### src/rtl/mem_responder_if.sv
// ============================================================================
// Module   : mem_responder_if
// Purpose  : CPU strobe bus and host preload bus between controller and memory
// Revision : 1.0 - initial release
// ============================================================================
`default_nettype none

interface mem_responder_if #(
    parameter int ADDR_W = 5,
    parameter int DATA_W = 8
);
    // CPU side
    logic [ADDR_W-1:0] i_addr;
    logic              i_rd;
    logic              i_wr;
    logic [DATA_W-1:0] i_data_in;
    logic [DATA_W-1:0] o_data_out;
    logic              o_data_oe;
    logic              o_rdy;
    logic              o_err;

    // Host preload side
    logic              i_prog_en;
    logic              i_prog_we;
    logic [ADDR_W-1:0] i_prog_addr;
    logic [DATA_W-1:0] i_prog_data;

    modport slave (
        input  i_addr, i_rd, i_wr, i_data_in,
        input  i_prog_en, i_prog_we, i_prog_addr, i_prog_data,
        output o_data_out, o_data_oe, o_rdy, o_err
    );

    modport master (
        output i_addr, i_rd, i_wr, i_data_in,
        output i_prog_en, i_prog_we, i_prog_addr, i_prog_data,
        input  o_data_out, o_data_oe, o_rdy, o_err
    );
endinterface

`default_nettype wire

### src/rtl/mem_responder.sv
// ============================================================================
// Module   : mem_responder
// Purpose  : RAM target for a multicycle CPU: latency-programmable reads,
//            single-shot writes per wr pulse, and a host preload port
// Revision : 1.0 - initial release
// ============================================================================
`default_nettype none

module mem_responder #(
    parameter int ADDR_W = 5,
    parameter int DATA_W = 8,
    parameter int RD_LAT = 1
) (
    input  wire logic        clk,
    input  wire logic        rst_n,
    mem_responder_if.slave   io_bus
);

    localparam int         c_DEPTH    = 1 << ADDR_W;
    localparam logic [1:0] c_CNT_INIT = (RD_LAT > 0) ? 2'(RD_LAT - 1) : 2'd0;

    typedef enum logic [1:0] {
        ST_IDLE     = 2'd0,
        ST_RD_WAIT  = 2'd1,
        ST_RD_DRIVE = 2'd2
    } state_t;

    state_t            r_state;
    logic [ADDR_W-1:0] r_addr_q;
    logic [1:0]        r_cnt;
    logic              r_wr_q;
    logic [DATA_W-1:0] r_data_out;
    logic              r_rdy;
    logic              r_data_oe;
    logic              r_err;
    logic [DATA_W-1:0] r_mem [c_DEPTH];

    logic              w_cpu_live;
    logic              w_conflict;
    logic              w_cpu_we;
    logic              w_addr_moved;
    logic              w_new_read;
    logic [DATA_W-1:0] w_rd_word;
    logic [DATA_W-1:0] w_q_word;

    // The host owns the RAM while prog_en is high; every CPU decision is gated by it.
    assign w_cpu_live   = ~io_bus.i_prog_en;
    assign w_conflict   = w_cpu_live & io_bus.i_rd & io_bus.i_wr;
    assign w_cpu_we     = w_cpu_live & io_bus.i_wr & ~r_wr_q & ~io_bus.i_rd;
    assign w_addr_moved = (io_bus.i_addr != r_addr_q);
    assign w_new_read   = w_cpu_live & ~w_conflict & io_bus.i_rd &
                          ((r_state == ST_IDLE) |
                           ((r_state == ST_RD_DRIVE) & w_addr_moved));

    assign w_rd_word = r_mem[io_bus.i_addr];
    assign w_q_word  = r_mem[r_addr_q];

    // RAM contents survive reset, so the array lives in its own reset-less process.
    always_ff @(posedge clk) begin
        if (io_bus.i_prog_en) begin
            if (io_bus.i_prog_we) begin
                r_mem[io_bus.i_prog_addr] <= io_bus.i_prog_data;
            end
        end else if (w_cpu_we) begin
            r_mem[io_bus.i_addr] <= io_bus.i_data_in;
        end
    end

    always_ff @(posedge clk or negedge rst_n) begin
        if (!rst_n) begin
            r_state    <= ST_IDLE;
            r_addr_q   <= '0;
            r_cnt      <= 2'd0;
            r_wr_q     <= 1'b0;
            r_data_out <= '0;
            r_rdy      <= 1'b0;
            r_data_oe  <= 1'b0;
            r_err      <= 1'b0;
        end else begin
            // Tracked even under prog_en so a wr held across release is not replayed.
            r_wr_q <= io_bus.i_wr;

            if (!w_cpu_live) begin
                r_state   <= ST_IDLE;
                r_rdy     <= 1'b0;
                r_data_oe <= 1'b0;
            end else if (w_conflict) begin
                r_err     <= 1'b1;
                r_state   <= ST_IDLE;
                r_rdy     <= 1'b0;
                r_data_oe <= 1'b0;
            end else if (w_new_read) begin
                r_addr_q <= io_bus.i_addr;
                if (RD_LAT == 0) begin
                    r_data_out <= w_rd_word;
                    r_state    <= ST_RD_DRIVE;
                    r_rdy      <= 1'b1;
                    r_data_oe  <= 1'b1;
                end else begin
                    r_cnt     <= c_CNT_INIT;
                    r_state   <= ST_RD_WAIT;
                    r_rdy     <= 1'b0;
                    r_data_oe <= 1'b0;
                end
            end else begin
                case (r_state)
                    ST_RD_WAIT: begin
                        if (!io_bus.i_rd) begin
                            r_state <= ST_IDLE;
                        end else if (r_cnt == 2'd0) begin
                            r_data_out <= w_q_word;
                            r_state    <= ST_RD_DRIVE;
                            r_rdy      <= 1'b1;
                            r_data_oe  <= 1'b1;
                        end else begin
                            r_cnt <= r_cnt - 2'd1;
                        end
                    end
                    ST_RD_DRIVE: begin
                        // Same address with rd held: keep driving; a new address was handled above.
                        if (!io_bus.i_rd) begin
                            r_state   <= ST_IDLE;
                            r_rdy     <= 1'b0;
                            r_data_oe <= 1'b0;
                        end
                    end
                    default: begin
                        r_state   <= ST_IDLE;
                        r_rdy     <= 1'b0;
                        r_data_oe <= 1'b0;
                    end
                endcase
            end
        end
    end

    assign io_bus.o_data_out = r_data_out;
    assign io_bus.o_data_oe  = r_data_oe;
    assign io_bus.o_rdy      = r_rdy;
    assign io_bus.o_err      = r_err;

endmodule

`default_nettype wire

### src/flat_wrapper.sv
// flat-port wrapper written by rule: the top's interface ports become plain ports
module mem_responder_flat 
#(
    parameter int ADDR_W = 5,
    parameter int DATA_W = 8,
    parameter int RD_LAT = 1
)
  (clk, rst_n, io_bus_i_addr, io_bus_i_rd, io_bus_i_wr, io_bus_i_data_in, io_bus_i_prog_en, io_bus_i_prog_we, io_bus_i_prog_addr, io_bus_i_prog_data, io_bus_o_data_out, io_bus_o_data_oe, io_bus_o_rdy, io_bus_o_err);
  mem_responder_if #(.ADDR_W(ADDR_W), .DATA_W(DATA_W)) io_bus_i ();
  input  wire logic clk;
  input  wire logic rst_n;
  input wire logic [$bits(io_bus_i.i_addr)-1:0] io_bus_i_addr;
  input wire logic [$bits(io_bus_i.i_rd)-1:0] io_bus_i_rd;
  input wire logic [$bits(io_bus_i.i_wr)-1:0] io_bus_i_wr;
  input wire logic [$bits(io_bus_i.i_data_in)-1:0] io_bus_i_data_in;
  input wire logic [$bits(io_bus_i.i_prog_en)-1:0] io_bus_i_prog_en;
  input wire logic [$bits(io_bus_i.i_prog_we)-1:0] io_bus_i_prog_we;
  input wire logic [$bits(io_bus_i.i_prog_addr)-1:0] io_bus_i_prog_addr;
  input wire logic [$bits(io_bus_i.i_prog_data)-1:0] io_bus_i_prog_data;
  output wire logic [$bits(io_bus_i.o_data_out)-1:0] io_bus_o_data_out;
  output wire logic [$bits(io_bus_i.o_data_oe)-1:0] io_bus_o_data_oe;
  output wire logic [$bits(io_bus_i.o_rdy)-1:0] io_bus_o_rdy;
  output wire logic [$bits(io_bus_i.o_err)-1:0] io_bus_o_err;
  assign io_bus_i.i_addr = io_bus_i_addr;
  assign io_bus_i.i_rd = io_bus_i_rd;
  assign io_bus_i.i_wr = io_bus_i_wr;
  assign io_bus_i.i_data_in = io_bus_i_data_in;
  assign io_bus_i.i_prog_en = io_bus_i_prog_en;
  assign io_bus_i.i_prog_we = io_bus_i_prog_we;
  assign io_bus_i.i_prog_addr = io_bus_i_prog_addr;
  assign io_bus_i.i_prog_data = io_bus_i_prog_data;
  assign io_bus_o_data_out = io_bus_i.o_data_out;
  assign io_bus_o_data_oe = io_bus_i.o_data_oe;
  assign io_bus_o_rdy = io_bus_i.o_rdy;
  assign io_bus_o_err = io_bus_i.o_err;
  mem_responder #(.ADDR_W(ADDR_W), .DATA_W(DATA_W), .RD_LAT(RD_LAT)) u_core (.clk(clk), .rst_n(rst_n), .io_bus(io_bus_i));
endmodule
### config.mk
export PLATFORM = sky130hd
export DESIGN_NAME = mem_responder_flat
export DESIGN_NICKNAME = d
export VERILOG_FILES = /design/src/rtl/mem_responder_if.sv /design/src/rtl/mem_responder.sv /design/src/flat_wrapper.sv
export SDC_FILE = /design/constraint.sdc
export NUM_CORES = 1
export LEC_CHECK = 0
export CAP_MARGIN = 20
export CELL_PAD_IN_SITES_DETAIL_PLACEMENT = 0
export CELL_PAD_IN_SITES_GLOBAL_PLACEMENT = 1
export CORE_AREA = 2 2 197 199
export CTS_CLUSTER_DIAMETER = 40
export DETAILED_ROUTE_END_ITERATION = 8
export DIE_AREA = 0 0 199 201
export GPL_ROUTABILITY_DRIVEN = 0
export HOLD_SLACK_MARGIN = 0.12
export PLACE_DENSITY = 0.53
export REMOVE_ABC_BUFFERS = 1
export SLEW_MARGIN = 30
export SYNTH_ARGS = -nofsm -noshare
export SYNTH_HDL_FRONTEND = slang
export SYNTH_SLANG_ARGS = --single-unit
### constraint.sdc
create_clock -name clk -period 2.6 [get_ports clk]
set_input_delay 0.39 -clock clk [delete_from_list [all_inputs] [get_ports clk]]
set_output_delay 0.39 -clock clk [all_outputs]
set_load 0.02 [all_outputs]
# After elaboration in Yosys (flattened, before gate mapping)

Memory sizes are Yosys's and may differ from the RTL's. A register that Yosys moved wholly into a read port is not among the register bits.
Index checks and enable logic that the tools add are counted.

Register bits: 12
Bits in writable memories: 256
Input bits: 32
Memories: 1

$add $sub $neg: 1
Equality and inequality tests: 8
Muxes and demuxes: 27
Bitwise logic cells: 15
Reductions and logical operators: 12

Memories:

| memory       | words | bits a word | rd ports | clocked after memory_dff | wr ports | RTL line            | source |
|---|---|---|---|---|---|---|---|
| u_core.r_mem | 32    | 8           | 1        | 1                        | 1        | mem_responder.sv:36 | `logic [DATA_W-1:0] r_mem [c_DEPTH];` |

Operator list:

| cell                | count |
|---|---|
| $mux 2              | 10 |
| $mux 1              | 13 |
| $ne 5x3->1 const B  | 2 |
| $and 1x1->1         | 9 |
| $mux 8              | 1 |
| $reduce_or 8->1     | 1 |
| $ne 6x3->1 const B  | 1 |
| $reduce_and 3->1    | 2 |
| $reduce_and 6->1    | 1 |
| $mux 5              | 1 |
| $ne 5x2->1 const B  | 1 |
| $ne 5x5->1          | 1 |
| $not 1->1           | 5 |
| $reduce_and 5->1    | 1 |
| $logic_not 2->1     | 2 |
| $pmux 2 s2          | 1 |
| $reduce_and 2->1    | 2 |
| $reduce_bool 2->1   | 2 |
| $eq 2x1->1 const B  | 1 |
| $eq 2x2->1 const B  | 1 |
| $ne 2x1->1 const B  | 1 |
| $pmux 1 s2          | 1 |
| $sub 2x1->2 const B | 1 |
| $logic_not 1->1     | 1 |
| $or 1x1->1          | 1 |

# Longest topological paths before layout

Gate-level depths: netlist of run 1.

Depth after elaboration: 10
Mapped depth: 8

# Least setup slack after synthesis of run 1

Ideal clock, no wire load.

Path type: input-to-reg
Start: in io_bus_i_prog_en
End: mem u_core.r_mem[17][0], enable pin
Arrival: 1.834 ns
Slack: 0.396 ns
Cell stages on the path: 5
Buffers on the path: 1
Cells stage by stage: nor4b_1 > buf_2 > mux2i_1 > nand2_1 > nor2_1

Longest elaborated chain between the ends: 9

RTL lines:

| what                                              | RTL line            | source |
|---|---|---|
| start, declared                                   | flat_wrapper.sv:16  | `input wire logic [$bits(io_bus_i.i_prog_en)-1:0] io_bus_i_prog_en;` |
| $not 1->1 (no line)                               | -                   |  |
| $and 1x1->1 (3 in a row)                          | mem_responder.sv:49 | `assign w_cpu_we = w_cpu_live & io_bus.i_wr & ~r_wr_q & ~io_bus.i_rd;` |
| $mux 1                                            | mem_responder.sv:64 | `end else if (w_cpu_we) begin` |
| $mux 1                                            | mem_responder.sv:60 | `if (io_bus.i_prog_en) begin` |
| $mux 1 (not written as such)                      | mem_responder.sv:65 | `r_mem[io_bus.i_addr] <= io_bus.i_data_in;` |
| $reduce_or 8->1 (no line)                         | -                   |  |
| $mux 5 (no line) / $mux 1 (equally long branches) | -                   |  |
| end, declared                                     | mem_responder.sv:36 |  |

Parallel ways exist; a longest one is shown, timed or not.

# Final worst setup path of run 1

Start: reg u_core.r_addr_q[0]
End: reg u_core.r_data_out[1] (netlist: u_core.io_bus.o_data_out[1]), read port of u_core.r_mem

Longest elaborated chain between the ends: 6

RTL lines:

| what                       | RTL line            | source |
|---|---|---|
| start, declared            | mem_responder.sv:29 | `logic [ADDR_W-1:0] r_addr_q;` |
| start signal, assigned     | mem_responder.sv:93 | `r_addr_q <= io_bus.i_addr;` |
| $ne 5x5->1                 | mem_responder.sv:50 | `assign w_addr_moved = (io_bus.i_addr != r_addr_q);` |
| $and 1x1->1                | mem_responder.sv:53 | `((r_state == ST_RD_DRIVE) & w_addr_moved));` |
| $or 1x1->1                 | mem_responder.sv:52 | `((r_state == ST_IDLE) \|` |
| $and 1x1->1                | mem_responder.sv:51 | `assign w_new_read = w_cpu_live & ~w_conflict & io_bus.i_rd &` |
| $not 1->1 (no line)        | -                   |  |
| $reduce_and 6->1 (no line) | -                   |  |
| end, declared              | mem_responder.sv:32 | `logic [DATA_W-1:0] r_data_out;` |

Parallel ways exist; a longest one is shown, timed or not.
A chain may end at the register's enable or synchronous reset.

==> results of run 1 <==
-- critical path, cell delays in order, from the launching register on --
cell	delay, ns
dfrtp_4	0.59
buf_12	0.28
buf_4	0.24
mux2i_1	0.10
a221oi_1	0.44
o22ai_1	0.23
o41ai_1	0.38
-- cells by family (layout without fill, tap and decap cells) --
kind of cell / after synthesis / count (layout)
adder cells (fa/ha/maj): 1 / 1
multiplexers: 143 / 143
XOR/XNOR: 5 / 5
flip-flops: 276 / 276
buffers and inverters: 38 / 182
AND/OR/NAND/NOR: 88 / 88
AO/OA/AOI/OAI: 112 / 112
-- cell type report --
class	instances	area, µm²	share of cell area
multi-input cells	349	2790	0.199
clock buffers	44	1050	0.0746
well taps	518	648	0.0462
inverters	3	11.3	0.000802
clock inverters	23	234	0.0167
repair buffers	112	1120	0.0798
flip-flops and latches	276	8190	0.583
-- flip-flops by register name, indices dropped and copies added, names as in the netlist --
name                      cells
u_core.r_addr_q               5
u_core.r_wr_q                 1
u_core.io_bus.o_err           1
u_core.r_state                2
u_core.r_mem                256
u_core.r_cnt                  2
u_core.io_bus.o_rdy           1
u_core.io_bus.o_data_out      8
-- stage by stage --
| stage | hold WS (ns) | total power (µW) | instances | TNS [ns] |
|---|---|---|---|---|
| floorplan | 0.0944 | 6340 | 628 | -492.01 |
| global placement | 0.463 | 6970 | 1258 | -6.56 |
| detailed placement | 0.473 | 7010 | 1258 | -11.12 |
| CTS | 0.230 | 12200 | 1325 | 0 |
| global route | 0.251 | 12400 | 1325 | 0 |
| finish | 0.238 | 12000 | 1325 | 0 |
-- report_power, final --
group	internal, µW	total, µW	switching [µW]
Combinational	780	1830	1050
Sequential	4970	5070	102
Clock	3210	5130	1910
-- worst max-delay path by stage --
stage | endpoint | slack [ns] | depth (start not counted)
floorplan | u_core.io_bus.o_data_out[6] | -2.81 | 5
global placement | u_core.r_mem[9][1] | -0.17 | 7
detailed placement | u_core.r_mem[9][5] | -0.22 | 7
CTS | u_core.io_bus.o_data_out[1] | 0.18 | 6
global route | u_core.io_bus.o_data_out[0] | 0.06 | 6
finish | u_core.io_bus.o_data_out[1] | 0.19 | 6
-- metal layers --
layer | vias up | share of wire
li1 | 2876 | -
met1 | 3167 | 0.44
met2 | 192 | 0.48
met3 | 44 | 0.053
met4 | 0 | 0.024
met5 | - | 0
-- cells in the mapped netlist (3+ instances only) --
| library cell | count | share of area |
|---|---|---|
| a21oi_1 | 18 | 0.0080 |
| nand3_1 | 3 | 0.0013 |
| o22ai_1 | 9 | 0.0050 |
| nand3b_1 | 3 | 0.0020 |
| buf_12 | 4 | 0.0071 |
| dfrtp_1 | 20 | 0.044 |
| a22oi_1 | 33 | 0.022 |
| a221oi_2 | 7 | 0.0093 |
| nor2b_1 | 4 | 0.0022 |
| nor2_1 | 40 | 0.013 |
| nand2b_1 | 5 | 0.0028 |
| nand2_1 | 25 | 0.0083 |
| xnor2_1 | 5 | 0.0039 |
| buf_4 | 6 | 0.0040 |
| mux2i_1 | 129 | 0.11 |
| a221oi_1 | 9 | 0.0070 |
| edfxtp_1 | 256 | 0.68 |
| a22o_1 | 16 | 0.012 |
| o21ai_0 | 5 | 0.0022 |
| clkbuf_1 | 9 | 0.0030 |
| o41ai_1 | 7 | 0.0054 |
| buf_6 | 6 | 0.0060 |
| mux2_2 | 14 | 0.014 |
| inv_1 | 3 | 0.0010 |
| buf_2 | 7 | 0.0031 |
==> impl_metrics.json, run 1 <==
{
  "synthAdderAreaFrac": 0.00111,
  "post-cts-setup-buffers": 0,
  "worstReg2RegEnd": "u_core.io_bus.o_data_out[1]",
  "antenna_found_initial": 0,
  "clock-root-buffer": "clkbuf_16",
  "grt_overflow_total": 0,
  "crit_required_ns": 2.99,
  "fin_crit_ns": 2.41,
  "io_buffers": 42,
  "hp-class": "input port to async pin",
  "num_antenna_cells": 0,
  "mostFrequentLayoutCells": "edfxtp_1 (256), mux2i_1 (129), buf_4 (56)",
  "hold_buffers": 0,
  "synthArstFlopShare": 0.0725,
  "synth.distinct_cells": 43,
  "preCtsSetupSlack_ns": -0.215,
  "drcViolationCount": 0,
  "fin_area_um2": 14000,
  "busiest_layer": "met2",
  "synthMuxAreaShare": 0.129,
  "finClkSkew_ns": 0.0215,
  "io_pins": 43,
  "rsz0062_at_grt": "no",
  "p_per_area_nw_per_um2": 856,
  "drt_iter0_drc": 465,
  "finalWorstSetupSlack_ns": 0.191,
  "drtAntennaViolNets": 0,
  "dp_hpwl_um": 18400,
  "critical_path_arrival_ns": 2.80,
  "endpoint_kind": "register",
  "die_area_um2": 40000,
  "clk_latency_ns": 0.51,
  "cts_buffers": 39,
  "drive_above_1_share": 0.198,
  "clk_path_buf_depth": 3,
  "crit_fanout": 37,
  "use_met3": 0.0279,
  "relSlewSlack": 0.392,
  "worst_pin_slew_ns": 0.909,
  "power_leakage_uw": 0.00492,
  "grt_use_total": 0.143,
  "fin_util": 0.368,
  "ys_ff_latch": 276,
  "synth_edf_count": 256,
  "grtUsageMet2": 0.231,
  "cts_sinks": 276,
  "final_common_cell": "edfxtp_1",
  "clkSlewWorstSetupHoldPaths_ns": 0.06,
  "reg2reg_depth": 6,
  "htreeDepth": 2,
  "netlist_area_um2": 11300,
  "synth_top_family_by_area": "multiplexers",
  "dr.pass1.iters": 5,
  "ys.flop_type": "edfxtp_1",
  "netlist_instances": 663,
  "ys_warn_count": 0,
  "hold_viol_final": 0,
  "cts_tree": "built",
  "fillers": 3547,
  "rrSetupSlack_ns": 0.19,
  "timing.rr.start": "u_core.r_addr_q[0]",
  "crit_path_start": "u_core.r_addr_q[0]",
  "place_area_um2": 12800,
  "fp.dieW_um": 199,
  "core_um2": 38100,
  "synthXorXnorAreaFrac": 0.00389,
  "grt_pass1_vias": 6628,
  "max-cap-violations": 0,
  "fmax_mhz": 415,
  "synth-simple-area-share": 0.0351,
  "row_count": 72,
  "drv_slew": 0,
  "die_y_um": 201,
  "setup_violations": 0,
  "status": "complete, no violations",
  "nets": 814,
  "initial_core_util": 0.295,
  "grt_use_met1": 0.192,
  "min_period_over_period": 0.927,
  "grt_pass1_wl_um": 41600,
  "syn_area_per_cell_um2": 17.0,
  "worstSetupPathType": "register to register",
  "ctsResizeCount": 0,
  "ir_worst_vdd_uv": 460,
  "num_vias": 6279,
  "via_per_inst": 4.74,
  "grt_max_degree": 38,
  "yosysSeqAreaShare": 0.727,
  "area.growth.synth_to_final_pct": 24.7,
  "worstSetupStartpointType": "register",
  "wl_per_cell_um": 21.7,
  "synth-compound-area-share": 0.0777,
  "drt_wl_total_um": 28700
}
Note: power is estimated with default switching activity, not from simulation.
==> inputs of run 2 (changes only) <==
- CTS_CLUSTER_DIAMETER: 40 -> default
==> run 2 against run 1 <==
Compared with the run above: total power fell by 11%; via count fell by 1.5%; sequential share of layout area rose by 1.7 points; first-iteration DRC count fell by 4.7%; sequential power barely moved; core utilization fell by 1.0 points.
==> impl_metrics.json, run 2 (synthesis results as in run 1) <==
{
  "largest_register_ffs": 256,
  "die_y_um": 201,
  "drv_slew": 0,
  "rsz0062_at_grt": "no",
  "critical_path_arrival_ns": 2.81,
  "fin_util": 0.358,
  "ir_worst_vdd_uv": 445,
  "core_um2": 38100,
  "grt_max_degree": 38,
  "grt_pass1_vias": 6487,
  "hp-class": "input port to async pin",
  "path_delay_family": "compound AO/OA/AOI/OAI gates",
  "post-cts-setup-buffers": 0,
  "worstSetupStartpointType": "register",
  "drive_above_1_share": 0.181,
  "dr.pass1.iters": 6,
  "dp_hpwl_um": 18400,
  "finalWorstSetupSlack_ns": 0.207,
  "antenna_found_initial": 0,
  "status": "complete, no violations",
  "relSlewSlack": 0.402,
  "num_antenna_cells": 0,
  "cp_slowest_stage_delay_ns": 0.59,
  "cp_slowest_cell": "dfrtp_4",
  "tns_ns": 0,
  "grt_pass1_wl_um": 41200,
  "clkSlewWorstSetupHoldPaths_ns": 0.06,
  "io_buffers": 42,
  "p_per_area_nw_per_um2": 783,
  "endpoint_kind": "register",
  "worst_pin_slew_ns": 0.894,
  "fp.dieW_um": 199,
  "worstSetupPathType": "register to register",
  "drt_wl_total_um": 28300,
  "clk_latency_ns": 0.55,
  "hold_buffers": 0,
  "fin_hold_ws_ns": 0.194,
  "drtAntennaViolNets": 0,
  "fin_crit_ns": 2.39,
  "io_pins": 43,
  "crit_required_ns": 3.01,
  "crit_fanout": 37,
  "num_vias": 6186,
  "wl_per_cell_um": 21.6,
  "largest-register": "u_core.r_mem",
  "clock-root-buffer": "clkbuf_16",
  "drcViolationCount": 0,
  "hold_viol_final": 0,
  "initial_core_util": 0.295,
  "htreeDepth": 1,
  "grt_overflow_total": 0,
  "preCtsSetupSlack_ns": -0.215,
  "clk_path_buf_depth": 3,
  "via_per_inst": 4.72,
  "max-cap-violations": 0,
  "drt_iter0_drc": 443,
  "nets": 803,
  "cts_tree": "built",
  "cts_buffers": 28,
  "ctsResizeCount": 0,
  "row_count": 72,
  "fin_area_um2": 13600,
  "cts_sinks": 276,
  "die_area_um2": 40000,
  "finClkSkew_ns": 0.0262,
  "fmax_mhz": 418,
  "place_area_um2": 12800,
  "mostFrequentLayoutCells": "edfxtp_1 (256), mux2i_1 (129), buf_4 (56)",
  "power_leakage_uw": 0.00473,
  "area.growth.synth_to_final_pct": 21.2,
  "grt_use_total": 0.140,
  "setup_violations": 0,
  "min_period_over_period": 0.920,
  "crit_buf_inv": 2,
  "final_common_cell": "edfxtp_1",
  "cp_cell_sequence": "buf_12 -> buf_4 -> mux2i_1 -> a221oi_1 -> o22ai_1 -> o41ai_1",
  "fillers": 3592
}
[run 2: layout make-up]
class,count,area [µm²],share of cell area
clock buffer,35,757,0.0555
inverter,3,11.3,0.000825
multi-input combinational,349,2790,0.204
sequential,276,8190,0.600
clock inverter,17,126,0.00926
tap,518,648,0.0475
timing repair buffer,112,1120,0.0822
[run 2: worst reg2reg max path, stage by stage (launching register included)]
cell and delay [ns]:
dfrtp_4 0.59, buf_12 0.28, buf_4 0.28, mux2i_1 0.10, a221oi_1 0.44, o22ai_1 0.22
o41ai_1 0.38
[run 2: layer usage]
| layer | global-route usage | routed length, µm | part of all wire | vias up |
|---|---|---|---|---|
| met1 | 0.192 | 12900 | 0.46 | 3140 |
| met3 | 0.0242 | 1290 | 0.046 | 35 |
| met5 | 0 | 0 | 0 | - |
| li1 | - | - | - | 2856 |
| met2 | 0.229 | 13500 | 0.48 | 155 |
| met4 | 0.0376 | 580 | 0.021 | 0 |
[run 2: per-stage QoR]
step                      cells  power, µW
final                      1310      10700
after global routing       1310      11100
after CTS                  1310      10800
after detailed placement   1258       7010
after global placement     1258       6970
after floorplan             628       6340
[run 2: worst paths after layout]
check | startpoint | end | depth (start not counted) | slack, ns
min in group clk | io_bus_i_wr | u_core.r_wr_q | 2 | 0.47
worst min-delay path | rst_n | u_core.r_wr_q | 2 | 0.19
worst min register to register | u_core.r_cnt[0] | u_core.r_cnt[0] | 1 | 0.49
max in group asynchronous | rst_n | u_core.r_addr_q[0] | 2 | 2.12
worst max register to register | u_core.r_addr_q[0] | u_core.io_bus.o_data_out[1] | 6 | 0.21
worst max-delay path | u_core.r_addr_q[0] | u_core.io_bus.o_data_out[1] | 6 | 0.21
[run 2: power breakdown]
| part | switching, µW | internal [µW] | total [µW] |
|---|---|---|---|
| combinational | 1040 | 780 | 1820 |
| clock | 1640 | 2160 | 3800 |
| sequential | 103 | 4960 | 5070 |
==> inputs of run 3 (changes only) <==
==> constraint.sdc (replaced) <==
create_clock -name clk -period 2.6 [get_ports clk]
set_input_delay 0.26 -clock clk [delete_from_list [all_inputs] [get_ports clk]]
set_output_delay 0.26 -clock clk [all_outputs]
set_load 0.02 [all_outputs]
==> run 3 against run 2 <==
Compared with the run above: clock skew is 0.018 ns lower; critical path type unchanged; sequential share of layout area down 0.64 points; non-clock buffer count increased by 8; critical endpoint is now u_core.io_bus.o_data_out[5].
==> impl_metrics.json, run 3 (synthesis results as in run 1) <==
{
  "place_area_um2": 12800,
  "num_antenna_cells": 0,
  "power_uw": 11200,
  "clock-root-buffer": "clkbuf_16",
  "drcViolationCount": 0,
  "worstSetupStartpointType": "register",
  "path_delay_family": "compound AO/OA/AOI/OAI gates",
  "antenna_found_initial": 0,
  "num_vias": 6203,
  "hold_viol_final": 0,
  "hp-class": "input port to register",
  "clk_path_buf_depth": 3,
  "clkPwrFrac": 0.381,
  "cp_slowest_cell": "dfrtp_1",
  "ir_worst_vdd_uv": 570,
  "htreeDepth": 1,
  "largest_register_ffs": 256,
  "die_y_um": 201,
  "dp_hpwl_um": 18700,
  "fp.dieW_um": 199,
  "crit_buf_inv": 1,
  "switching_share": 0.250,
  "post-cts-setup-buffers": 0,
  "switching_power_uw": 2790,
  "nets": 811,
  "clk_latency_ns": 0.54,
  "drv_slew": 0,
  "grt_use_total": 0.142,
  "min_period_over_period": 0.897,
  "row_count": 72,
  "initial_core_util": 0.295,
  "p_seq_frac": 0.454,
  "cts_tree": "built",
  "fin_hold_ws_ns": 0.337,
  "cts_buffers": 28,
  "area.growth.synth_to_final_pct": 22.5,
  "max-cap-violations": 0,
  "relSlewSlack": 0.518,
  "drt_wl_total_um": 28000,
  "worst_pin_slew_ns": 0.721,
  "power_frac_comb": 0.165,
  "grt_pass1_wl_um": 41700,
  "mostFrequentLayoutCells": "edfxtp_1 (256), mux2i_1 (129), buf_4 (65)",
  "preCtsSetupSlack_ns": -0.0918,
  "dr.pass1.iters": 5,
  "worstSetupPathType": "register to register",
  "finalWorstSetupSlack_ns": 0.267,
  "die_area_um2": 40000,
  "p_per_area_nw_per_um2": 810,
  "regArea_um2": 8190,
  "fin_crit_ns": 2.33,
  "fin_area_um2": 13800,
  "status": "complete, no violations",
  "fin_util": 0.362,
  "finClkSkew_ns": 0.00819,
  "ctsResizeCount": 0,
  "cp_slowest_stage_delay_ns": 0.47,
  "multi_input_area_um2": 2790,
  "critical_path_arrival_ns": 2.74,
  "crit_required_ns": 3.00,
  "wl_per_cell_um": 21.3,
  "cts_sinks": 276,
  "grt_overflow_total": 0,
  "largest-register": "u_core.r_mem",
  "setup_violations": 0,
  "io_buffers": 42,
  "fmax_mhz": 429,
  "drt_iter0_drc": 398,
  "io_pins": 43,
  "final_common_cell": "edfxtp_1",
  "fillers": 3569,
  "cp_cell_sequence": "and2_1 -> buf_4 -> a221oi_1 -> o22ai_1 -> o41ai_1",
  "crit_fanout": 11,
  "grt_max_degree": 33,
  "via_per_inst": 4.71,
  "internal_power_uw": 8380,
  "clkSlewWorstSetupHoldPaths_ns": 0.06,
  "power_leakage_uw": 0.00482,
  "core_um2": 38100,
  "drive_above_1_share": 0.191,
  "rsz0062_at_grt": "no",
  "drtAntennaViolNets": 0,
  "endpoint_kind": "register",
  "grt_pass1_vias": 6628
}
run 3: cell count changes in the layout (fill, tap and decap cells not counted), moves of 2 or more:
cell | previous run | this run
buf_4 | 56 | 65
clkinv_2 | 6 | 8
clkbuf_1 | 4 | 2
buf_12 | 14 | 12
clkbuf_8 | 3 | 0
bufinv_16 | 1 | 6
run 3: final cells by class:
cell class | instances | area share
clock buffers | 31 | 0.0532
clock inverters | 21 | 0.0188
well taps | 518 | 0.0470
inverters | 3 | 0.000817
multi-input cells | 349 | 0.202
repair buffers | 120 | 0.0840
flip-flops and latches | 276 | 0.594
run 3: timing repair:
item                                    4_1_cts  5_1_grt
endpoints found under the hold margin         8        0
endpoints found under the setup margin        0        0
hold buffers                                  1        0
run 3: final timing paths:
| kind | start | end | slack (ns) | cells past startpoint |
|---|---|---|---|---|
| min in group asynchronous | rst_n | u_core.io_bus.o_err | 0.56 | 2 |
| worst min-delay path | io_bus_i_wr | u_core.r_wr_q | 0.34 | 2 |
| worst min register to register | u_core.r_cnt[0] | u_core.r_cnt[0] | 0.49 | 1 |
| worst max-delay path | u_core.r_addr_q[2] | u_core.io_bus.o_data_out[5] | 0.27 | 5 |
| max in group asynchronous | rst_n | u_core.r_addr_q[0] | 1.45 | 3 |
| worst max register to register | u_core.r_addr_q[2] | u_core.io_bus.o_data_out[5] | 0.27 | 5 |
run 3: layer usage:
metal	track usage	wire length, µm
met5	0	0
met4	0.0493	870
met3	0.0212	1230
met2	0.224	13000
met1	0.198	12900
run 3: through the flow:
step	std cells	setup TNS, ns
after global routing	1318	0
final	1318	0
after detailed placement	1265	-5.06
after CTS	1318	0
after floorplan	628	-446.02
after global placement	1265	-5.16
run 3: power by group through the flow:
stage                     combinational, µW  sequential, µW  clock, µW
after global routing                   1970            5080       4530
after global placement                 1830            5170          0
final                                  1840            5070       4260
after floorplan                        1020            5310          0
after CTS                              1860            5070       4360
after detailed placement               1860            5170          0
==> variant 1, RTL diff (config.mk and constraints of run 1) <==
`ADDR_W` is set to 5 in 3 places; all go to 6.
--- a/src/rtl/mem_responder_if.sv
+++ b/src/rtl/mem_responder_if.sv
@@ -7,5 +7,5 @@
 
 interface mem_responder_if #(
-    parameter int ADDR_W = 5,
+    parameter int ADDR_W = 6,
     parameter int DATA_W = 8
 );
--- a/src/rtl/mem_responder.sv
+++ b/src/rtl/mem_responder.sv
@@ -8,5 +8,5 @@
 
 module mem_responder #(
-    parameter int ADDR_W = 5,
+    parameter int ADDR_W = 6,
     parameter int DATA_W = 8,
     parameter int RD_LAT = 1
--- a/src/flat_wrapper.sv
+++ b/src/flat_wrapper.sv
@@ -2,5 +2,5 @@
 module mem_responder_flat 
 #(
-    parameter int ADDR_W = 5,
+    parameter int ADDR_W = 6,
     parameter int DATA_W = 8,
     parameter int RD_LAT = 1
Interface: changed (resized io_bus_i_addr and io_bus_i_prog_addr); port bits go from 43 to 45. No check against the original RTL was run, so the function may have changed too.
==> variant 1 against run 1 <==
  * Fmax down 5.0%
  * Routed wire length up 73%
  * Area after synthesis up 89%
  * Count of clock-buffer cells in the layout up 31
  * Non-clock buffer count up 91
  * Power up 77%
  * Worst setup slack worse by 130 ps
  * Sequential cell count up 257
  * Utilization up 30 points
  * Sequential power up 91%
  * Design area up 82%
  * Largest cell class unchanged
  * Largest power group is now sequential cells
==> variant 1: results (changes against run 1) <==
Worst path max stage delay=400 ps (-190 ps); fill cell count=2614 (-26%); number of CTS-inserted buffers=61 (+56%); Reg2Reg Depth=8 (+2); count of cells resized by post-cts repair=4 (+4); Worst R2R Setup Slack=60 ps (-130 ps); Placement Setup Slack=-599.1 ps (-384.0 ps); post-CTS clock slew at the launch and capture registers of the worst setup and hold paths=60 ps (about the same); worst r2r dst=u_core.r_mem[19][0]$_DFFE_PP_; count of flip-flops with a built-in enable after synthesis=512 (+100%); peak supply drop=0.7618 mV (+66%); pin count of the biggest net entering global routing=77 (+100%); detailed-route vias per instance=5.795 (+22%); Post-DP HPWL=32260 um (+75%); routing usage on met3=0.04486 (+0.01697); fraction of layout cells with a size suffix above 1=0.2604 (+0.06217); Post-Synth Adder-Cell Area=0.0005876 (-0.0005236); total global routing track utilization=0.2558 (+0.1131); run status=complete, no violations; family with the most delay on the worst path=simple AND/OR/NAND/NOR gates; Hold-fix buffers, CTS=1 (+1); routing usage on met2=0.4005 (+0.1691); fin nets=1396 (+71%); per-cell routed wire length=25.65 um (+18%); reg-to-reg critical path startpoint=u_core.r_wr_q$_DFF_PN0_; GR Util met1=0.3675 (+0.1751); via count=11201 (+78%); headroom to the max-slew limit=0.5241 (+0.1325); number of instances in the placed design=1814 (+44%); share of synthesized flip-flops with an asynchronous set or reset=0.03940 (-0.03306); cell count after synthesis=1158 (+75%); first-pass GRT wire length=72880 um (+75%); synth unique cells=45 (+4.7%); Lkg Pwr=8.855 nW (+80%); maximum fanout along the worst path=9 (-76%); Iteration-0 DRC Markers=950 (+100%); uppermost routed layer=met5; Placed Instance Area=0.02352 mm^2 (+84%); count of buffers from port buffering=44 (+4.8%); routed wire length on met3=2925 um (+91%); WP data arrival=2870 ps (+70 ps); wire length on met2=23560 um (+71%); worst-case hold slack=416.6 ps (+179.0 ps); cell types with the largest area share after synthesis=edfxtp_1, mux2i_1, mux4_2, dfrtp_1, a22oi_1; fraction of synthesized cell area in xor and xnor cells=0.002468 (-0.001421); sequential fraction of the synthesis area=0.7468 (+0.01959); compound-gate portion of the synthesized area=0.04208 (-0.03560); worst skew pair latency=620 ps (+110 ps); initial antenna violation count=3 (+3); mux cell area share after synthesis=0.1484 (+0.01970); top cell types by occurrence after synthesis=edfxtp_1, mux2i_1, nor2_1; power per standard cell area=830.8 mW/mm^2 (-3.0%)
==> variant 1: changes by cell type after synthesis, sizes merged, moves of 18 or more <==
cell / change
nand2: +35
a22oi: +33
nor2: +40
mux2: +18
edfxtp: +256
mux4: +64
==> variant 1: area by class of cell <==
type | count | share of cell area
Clock buffer | 75 | 0.06330
Tap cell | 518 | 0.02530
Timing Repair Buffer | 203 | 0.07718
Antenna cell | 2 | 0.0001954
Sequential cell | 533 | 0.6210
Multi-Input combinational cell | 559 | 0.1970
Clock inverter | 40 | 0.01553
Inverter | 3 | 0.0004396
==> variant 1: how the worst max path moves through the flow <==
stage	startpoint	slack, ps	depth (start not counted)	to
after floorplan	u_core.r_addr_q[2]$_DFFE_PN0P_	-4680	5	u_core.io_bus.o_data_out[5]$_DFFE_PN0P_
after global placement	io_bus_i_prog_en	-600	8	u_core.r_mem[29][4]$_DFFE_PP_
after detailed placement	io_bus_i_prog_en	-600	8	u_core.r_mem[29][4]$_DFFE_PP_
after CTS	u_core.r_wr_q$_DFF_PN0_	3	7	u_core.r_mem[28][1]$_DFFE_PP_
after global routing	u_core.r_wr_q$_DFF_PN0_	-20	8	u_core.r_mem[19][0]$_DFFE_PP_
final	u_core.r_wr_q$_DFF_PN0_	60	8	u_core.r_mem[19][0]$_DFFE_PP_
==> variant 1: kinds of logic after synthesis <==
group / after synthesis
AO/OA/AOI/OAI: 128
XOR/XNOR: 6
adder cells (fa/ha/maj): 1
buffers and inverters: 66
flip-flops: 533
multiplexers: 229
AND/OR/NAND/NOR: 195
==> variant 1: report_power, final <==
part	total (mW)	switching [mW]	internal, mW
logic	3.21	1.76	1.45
clock network	8.41	3.43	4.98
registers	9.67	0.117	9.55
total	21.3	5.31	16.0
==> variant 2, RTL diff (config.mk and constraints of run 1) <==
Made on the original files. Make the reset (`rst_n`) synchronous in one clocked block.
--- a/src/rtl/mem_responder.sv
+++ b/src/rtl/mem_responder.sv
@@ -67,5 +67,5 @@
     end
 
-    always_ff @(posedge clk or negedge rst_n) begin
+    always_ff @(posedge clk) begin
         if (!rst_n) begin
             r_state    <= ST_IDLE;
Function: changed (Yosys sat finds a counterexample within 4 cycles, from zero or initial values and one cycle with rst_n low; the reset may be asserted at any time).
==> variant 2 against run 1 <==
  * Sequential cell count unchanged
  * Design area increased by 1.1%
  * Hold slack improved by 220 ps
  * Routed wire length decreased by 3.2%
  * Critical path depth increased by 3
  * Area after synthesis increased by 0.10%
  * Worst setup slack improved by 54 ps
Power is not compared: it rests on default switching activity, and its combinational part moved more than twofold at a synthesized area within 25%.
==> variant 2: results (changes against run 1) <==
Worst path max stage delay=470 ps (-120 ps); worst skew pair latency=530 ps (+20 ps); number of non-clock buffers in the layout=115 (+2.7%); Post-DP HPWL=18350 um (-0.17%); fin nets=745 (-8.5%); maximum fanout along the worst path=8 (-78%); total area of sequential cells=0.008094 mm^2 (-1.2%); total number of multi-input combinational cells=271 (-22%); pin count of the biggest net entering global routing=61 (+61%); Placement Setup Slack=-295.2 ps (-80.15 ps); Startpoint Class=input port; per-cell routed wire length=22.01 um (+1.6%); clock tree buffer count of the final layout=48 (+9.1%); fraction of layout cells with a size suffix above 1=0.3024 (+0.1042); worst r2r dst=u_core.r_mem[27][6]$_DFFE_PP_; headroom to the max-slew limit=0.4537 (+0.06212); fill cell count=3514 (-0.93%); first-pass GRT wire length=41140 um (-1.1%); final wirelength=27780 um (-3.2%); seq_cells=276 (unchanged); Max stage delay cell, worst path=clkdlybuf4s50_1; share of synthesized flip-flops with an asynchronous set or reset=0 (-0.07246); total global routing track utilization=0.1410 (-0.001774); top cell types by occurrence after synthesis=edfxtp_1, nor2_1, mux4_2; number of global-route vias before repair=6366 (-4.0%); Max Clock Skew=16.78 ps (-4.721 ps); Placed Instance Area=0.01278 mm^2 (+0.19%); layout overhead on the synthesized area=25.92%; family with the most delay on the worst path=buffers and inverters; run status=complete, no violations; Reg2Reg Depth=8 (+2); cell types with the largest area share after synthesis=edfxtp_1, mux4_2, dfxtp_1, mux4_1, mux2_2; number of instances in the placed design=1187 (-5.6%); non-clock inverter count in the final layout=7 (+4); worst-case hold slack=462.0 ps (+224.5 ps); area fraction of clock buffers and clock inverters=0.09918 (+0.007939); number of CTS-inserted buffers=41 (+5.1%); mean area per synthesized cell=19.37 um^2 (+14%); multi-input gate share of the layout cell area=0.2059 (+0.007331); WP data arrival=2570 ps (-230 ps); detailed-route vias per instance=4.721 (-0.38%); Iteration-0 DRC Markers=417 (-10%)
## variant 2: cell count changes after synthesis, sizes merged, moves of 12 or more
cell / delta
a22oi: -32
mux2i: -103
dfxtp: +20
a21oi: -13
nor2: +12
mux4: +56
mux2: +16
o221ai: +13
a221oi: -16
dfrtp: -20
a22o: -16
## variant 2: routing by layer
metal	track usage	part of all wire
met3	0.02268	0.046
met4	0.03518	0.016
met5	0	0
met2	0.2301	0.48
met1	0.1966	0.46
## variant 2: cells by family after synthesis
logic type,after synthesis,synth area share
multiplexers,112,0.1703
XOR/XNOR,6,0.004662
adder cells (fa/ha/maj),1,0.001110
buffers and inverters,35,0.02309
AO/OA/AOI/OAI,48,0.03674
flip-flops,276,0.7176
AND/OR/NAND/NOR,104,0.04651
